==> src/rtl/keypad_scan.sv <==
// keypad_scan: 4x4 matrix keypad scanner with frame-level debounce.
// One column is driven low per refresh tick. The rows are sampled per column
// and merged into a frame result, which is debounced across frames.
module keypad_scan #(
    parameter int unsigned DEBOUNCE_SCANS = 4
) (
    input  logic       clk,
    input  logic       rst,
    input  logic       refresh,
    input  logic [3:0] row,
    output logic [3:0] col,
    output logic [3:0] key_code,
    output logic       key_valid,
    output logic       key_held
);

    typedef enum logic [1:0] {K_NONE, K_MULTI, K_KEY} kind_t;
    typedef enum logic {IDLE, PRESSED} state_t;

    localparam logic [3:0] DB = 4'(DEBOUNCE_SCANS);

    logic [3:0] row_m, row_s;
    logic [1:0] cidx;
    kind_t      col_kind;
    logic [1:0] col_r;
    kind_t      acc_kind, mrg_kind, cand_kind;
    logic [3:0] acc_code, mrg_code, cand_code;
    logic [3:0] cnt, cnt_nxt;
    logic       frame_done, same, stable;
    state_t     state, state_nxt;
    logic       load, held_nxt;

    // Two-flop synchroniser for the asynchronous rows (idle level is all ones)
    always_ff @(posedge clk or negedge rst) begin
        if (!rst) begin
            row_m <= '1;
            row_s <= '1;
        end else begin
            row_m <= row;
            row_s <= row_m;
        end
    end

    // Column counter advances on each refresh tick
    always_ff @(posedge clk or negedge rst) begin
        if (!rst) cidx <= '0;
        else if (refresh) cidx <= cidx + 2'd1;
    end

    // Active-low one-cold column drive
    always_comb begin
        col = ~(4'b0001 << cidx);
    end

    // Classify the sampled rows of the current column
    always_comb begin
        col_kind = K_MULTI;
        col_r    = '0;
        case (row_s)
            4'b1111: col_kind = K_NONE;
            4'b1110: begin col_kind = K_KEY; col_r = 2'd0; end
            4'b1101: begin col_kind = K_KEY; col_r = 2'd1; end
            4'b1011: begin col_kind = K_KEY; col_r = 2'd2; end
            4'b0111: begin col_kind = K_KEY; col_r = 2'd3; end
            default: col_kind = K_MULTI;
        endcase
    end

    // Merge the current column into the running frame result
    always_comb begin
        mrg_kind = acc_kind;
        mrg_code = acc_code;
        if (col_kind == K_MULTI) begin
            mrg_kind = K_MULTI;
        end else if (col_kind == K_KEY) begin
            if (acc_kind == K_NONE) begin
                mrg_kind = K_KEY;
                mrg_code = {col_r, cidx};
            end else begin
                mrg_kind = K_MULTI;
            end
        end
    end

    assign frame_done = refresh && (cidx == 2'd3);

    // Frame accumulator; clears when the frame closes
    always_ff @(posedge clk or negedge rst) begin
        if (!rst) begin
            acc_kind <= K_NONE;
            acc_code <= '0;
        end else if (frame_done) begin
            acc_kind <= K_NONE;
            acc_code <= '0;
        end else if (refresh) begin
            acc_kind <= mrg_kind;
            acc_code <= mrg_code;
        end
    end

    // Next stable count for the frame that is closing
    always_comb begin
        same = (mrg_kind == cand_kind) && ((mrg_kind != K_KEY) || (mrg_code == cand_code));
        if (!same)          cnt_nxt = 4'd1;
        else if (cnt >= DB) cnt_nxt = DB;
        else                cnt_nxt = cnt + 4'd1;
        stable = frame_done && (cnt_nxt == DB);
    end

    // Debounce candidate and stable counter
    always_ff @(posedge clk or negedge rst) begin
        if (!rst) begin
            cand_kind <= K_NONE;
            cand_code <= '0;
            cnt       <= '0;
        end else if (frame_done) begin
            cand_kind <= mrg_kind;
            cand_code <= mrg_code;
            cnt       <= cnt_nxt;
        end
    end

    // FSM state register
    always_ff @(posedge clk or negedge rst) begin
        if (!rst) state <= IDLE;
        else      state <= state_nxt;
    end

    // FSM next state; decisions use the candidate as updated by this frame
    always_comb begin
        state_nxt = state;
        load      = 1'b0;
        held_nxt  = key_held;
        case (state)
            IDLE: begin
                if (stable && mrg_kind == K_KEY) begin
                    load      = 1'b1;
                    held_nxt  = 1'b1;
                    state_nxt = PRESSED;
                end
            end
            PRESSED: begin
                if (stable && !(mrg_kind == K_KEY && mrg_code == key_code)) begin
                    if (mrg_kind == K_KEY) begin
                        load     = 1'b1;
                        held_nxt = 1'b1;
                    end else begin
                        held_nxt  = 1'b0;
                        state_nxt = IDLE;
                    end
                end
            end
            default: state_nxt = IDLE;
        endcase
    end

    // Registered outputs; key_code persists across release
    always_ff @(posedge clk or negedge rst) begin
        if (!rst) begin
            key_code  <= '0;
            key_valid <= 1'b0;
            key_held  <= 1'b0;
        end else begin
            key_valid <= load;
            key_held  <= held_nxt;
            if (load) key_code <= mrg_code;
        end
    end

endmodule

==> config.mk <==
export PLATFORM = sky130hd
export DESIGN_NAME = keypad_scan
export DESIGN_NICKNAME = d
export VERILOG_FILES = /design/src/rtl/keypad_scan.sv
export SDC_FILE = /design/constraint.sdc
export NUM_CORES = 1
export LEC_CHECK = 0
export ABC_AREA = 1
export CORE_UTILIZATION = 55
export CTS_CLUSTER_SIZE = 20
export DETAILED_ROUTE_END_ITERATION = 10
export HOLD_SLACK_MARGIN = 0.08
export PLACE_DENSITY = 0.88
export SYNTH_ARGS = -nofsm -noshare
export SYNTH_HDL_FRONTEND = slang
export SYNTH_SLANG_ARGS = --single-unit
==> constraint.sdc <==
create_clock -name clk -period 2.5 [get_ports clk]
set_input_delay 0.5 -clock clk [delete_from_list [all_inputs] [get_ports clk]]
set_output_delay 0.5 -clock clk [all_outputs]
set_load 0.02 [all_outputs]
==> summary.md <==
| Metric | Value |
|---|---|
| Yosys warnings | `0` |
| Core area | `~3100 µm²` |
| Ratio of final minimum period to clock period | `90.25%` |
| # diodes | `0` |
| Worst slew pin tran | `roughly 0.4 ns` |
| Initial core utilization | `58.74%` |
| Routability cong. | `between 0.8 and 0.9` |
| Post_cts resized | `0` |
| I/O Buffers | `16` |
| Distinct cells, synth | `27` |
| Worst skew pair latency | `0.34 ns` |
| Die H | `around 59 µm` |
| Async S/R FF share, synth | `100.0%` |
| CTS tree | `done` |
| Post-synth EDFFs | `0` |
| CP Capture Type | `flip-flop` |
| RSZ-0062 raised after global routing | `false` |
| CTS Buffer Depth | `2` |
| Final wirelength | `3335 µm` |
| DRT iter0 DRCs | `55` |
| Via count | `between 1,000 and 1,500` |
| Post-Syn Nets | `~220` |
| Worst path max stage delay | `0.55 ns` |
| CTS Root Buffer Type | `clkbuf_4` |
| Num ports | `17` |
| Via density | `~5` |
| Detail Route Antenna Nets | `0` |
| Cts bufs inserted | `5` |
| Power per cell area | `1005 nW/µm²` |
| HP Class | `flip-flop to flip-flop` |
| H-tree levels | `2` |
| Pin count of the biggest net entering global routing | `34` |
| Share of cells above drive strength 1 | `a little under a fifth` |
| Nets | `about 250` |
| WL per Instance | `11.70 µm` |
| Drt drc | `0` |
| Postcts setup bufs | `0` |
| Max-Cap Viols | `0` |
| CP Class | `flip-flop to flip-flop` |
| Row cnt | `20` |
| Total negative slack | `0 ns` |
| Syn avg cell area | `~8.6 µm²` |
| Worst path slowest cell | `dfstp_2` |
| Cells after synthesis | `211` |
| Crit Path Max Fanout | `6` |
| F_max | `443.2 MHz` |
| Worst setup SP type | `flip-flop` |
| Clock Skew | `0.005406 ns` |
| Flop and latch count out of synthesis | `33` |
| # setup viols final | `0` |
| Total grt overflow | `0` |
| Final Critical Period | `~2.3 ns` |
| Die width | `59.34 µm` |
| GRT Overall Usage | `23.07%` |
| CTS clk-pin slew, worst paths | `0.10 ns` |
| R2R Path Start | `row_s[0]` |
| Placement Setup Slack | `0.2189 ns` |
| Rel. slew slack | `73.27%` |
| Most common flop cell mapped by yosys | `dfrtp_1` |
| Status | `finished, final reports clean` |
| Hpwl dp | `2602 µm` |
| First-pass GRT wire length | `5789 µm` |
| Hold path start | `row_m[0]` |
| Die area | `~3500 µm²` |
| Vias in the first global route | `1,353` |
| Initial antenna violation count | `0` |
| PnR worst setup slack | `0.2437 ns` |
| CP required | `2.78 ns` |
| Clock sinks | `33` |
| Post-Syn Area | `1808 µm²` |
| Peak supply drop | `0.6383 mV` |
| Fill count | `about 230` |
| TritonRoute pass-1 iters | `5` |
| Pins Over Slew Limit | `0` |
| Lkg Pwr | `~1.1 nW` |
| Sequential area share after synthesis | `46.23%` |
| Fin. Hold Viols | `0` |
| Area grow syn2layout | `19.52%` |
| Cell chain of the critical path | `nand2_1 -> inv_1 -> nand3_2 -> nand2_4 -> inv_4 -> o21ai_4 -> nand2_2 -> nor2_4 -> nand2_1 -> nor2_1 -> nand3_1 -> nand2_1 -> nand2_2 -> nand3_4 -> nand2_1 -> nand2_1` |
| CP startpoint | `row_s[0]` |
| CTS hold repair buffers | `0` |
| WP data arrival | `2.54 ns` |
| Crit path top cell by count | `nand2_1` |
-- metal layers --
layer  wire length (µm)  global-route usage (%)  part of all wire, %
met1               1557                   29.06                   47
met2               1522                   34.51                   46
met3                139                   5.022                  4.2
met4                115                   17.69                  3.4
met5                  0                       0                    0
-- critical path, delay by kind of cell, from the launching register on --
kind                   cells  cell delay (ns)
and+or+nand+nor           13             1.31
AOI/OAI and AO/OA          1             0.19
buffers and inverters      2             0.15
DFF                        1             0.55
-- cells in the mapped netlist, types with 4 or more instances --
| cell | n | area (µm²) |
|---|---|---|
| inv_1 | 35 | 131.4 |
| nand2_4 | 5 | 56.30 |
| nor2_1 | 8 | 30.03 |
| nand3_1 | 8 | 40.04 |
| nand2_1 | 67 | 251.5 |
| o22ai_1 | 6 | 37.54 |
| nand4_1 | 4 | 25.02 |
| nand2_2 | 5 | 31.28 |
| dfstp_2 | 8 | 210.2 |
| dfrtp_1 | 25 | 625.6 |
| ha_1 | 5 | 62.56 |
| o21ai_0 | 12 | 60.06 |
-- placed cells by master (no fill, tap or decap), drive strengths merged, types with 5 or more instances in the layout --
cell type	Yosys	routed
nand3	11	11
nor2	12	12
nand2	77	77
o22ai	6	6
ha	5	5
o21ai	14	14
dfrtp	25	25
nand4	6	6
clkdlybuf4s50	0	16
buf	0	8
clkbuf	2	7
inv	36	36
dfstp	8	8
-- final timing paths --
check / slack, ns / cells past startpoint / end
max reg2reg: 0.24 / 16 / key_code[3]
max: 0.24 / 16 / key_code[3]
min: 0.36 / 0 / row_s[0]
min reg2reg: 0.36 / 0 / row_s[0]
min in group asynchronous: 0.55 / 2 / key_held
max in group asynchronous: 1.62 / 2 / row_m[3]
-- area by class of cell --
class                      instances  area, µm²  share of cell area (%)
inverter                          36      137.6                   6.369
sequential                        33      835.8                   38.68
multi-input combinational        140      827.0                   38.27
timing repair buffer              24      220.2                   10.19
tap                               44      55.05                   2.548
clock buffer                       7      55.05                   2.548
clock inverter                     1      30.03                   1.390
-- sequential cells by signal (all words and copies together) (netlist names), named ones only --
name / count
acc_code: 4
cand_code: 4
cidx: 2
cnt: 4
row_s: 4
key_code: 4
cand_kind: 2
key_held: 1
row_m: 4
acc_kind: 2
key_valid: 1
-- cells by family after synthesis --
kind of cell / after synthesis / synth area share [%]
flip-flops: 33 / 46.23
XOR/XNOR: 3 / 1.454
AND/OR/NAND/NOR: 110 / 33.49
adder cells (fa/ha/maj): 5 / 3.460
AO/OA/AOI/OAI: 22 / 7.336
buffers and inverters: 38 / 8.028
-- power by group --
part           leakage [nW]  internal, mW  switching [mW]  total [mW]
combinational         0.661         0.388           0.588       0.976
clock                0.0455         0.239           0.176       0.415
sequential            0.406         0.680           0.101       0.780
total                  1.11          1.31           0.865        2.17
-- stage by stage --
step | cells | utilization, % | total power, mW | cell area (µm²) | hold slack [ns]
after global placement | 275 | 66.95 | 1.726 | 2061 | 0.3456
after global routing | 285 | 70.20 | 2.342 | 2161 | 0.3652
final | 285 | 70.20 | 2.171 | 2161 | 0.3600
after detailed placement | 275 | 66.95 | 1.768 | 2061 | 0.3468
after floorplan | 211 | - | 1.462 | 1808 | 0.2044
after CTS | 283 | 69.72 | 2.188 | 2146 | 0.3608
Power figures use the tool's default switching activity.
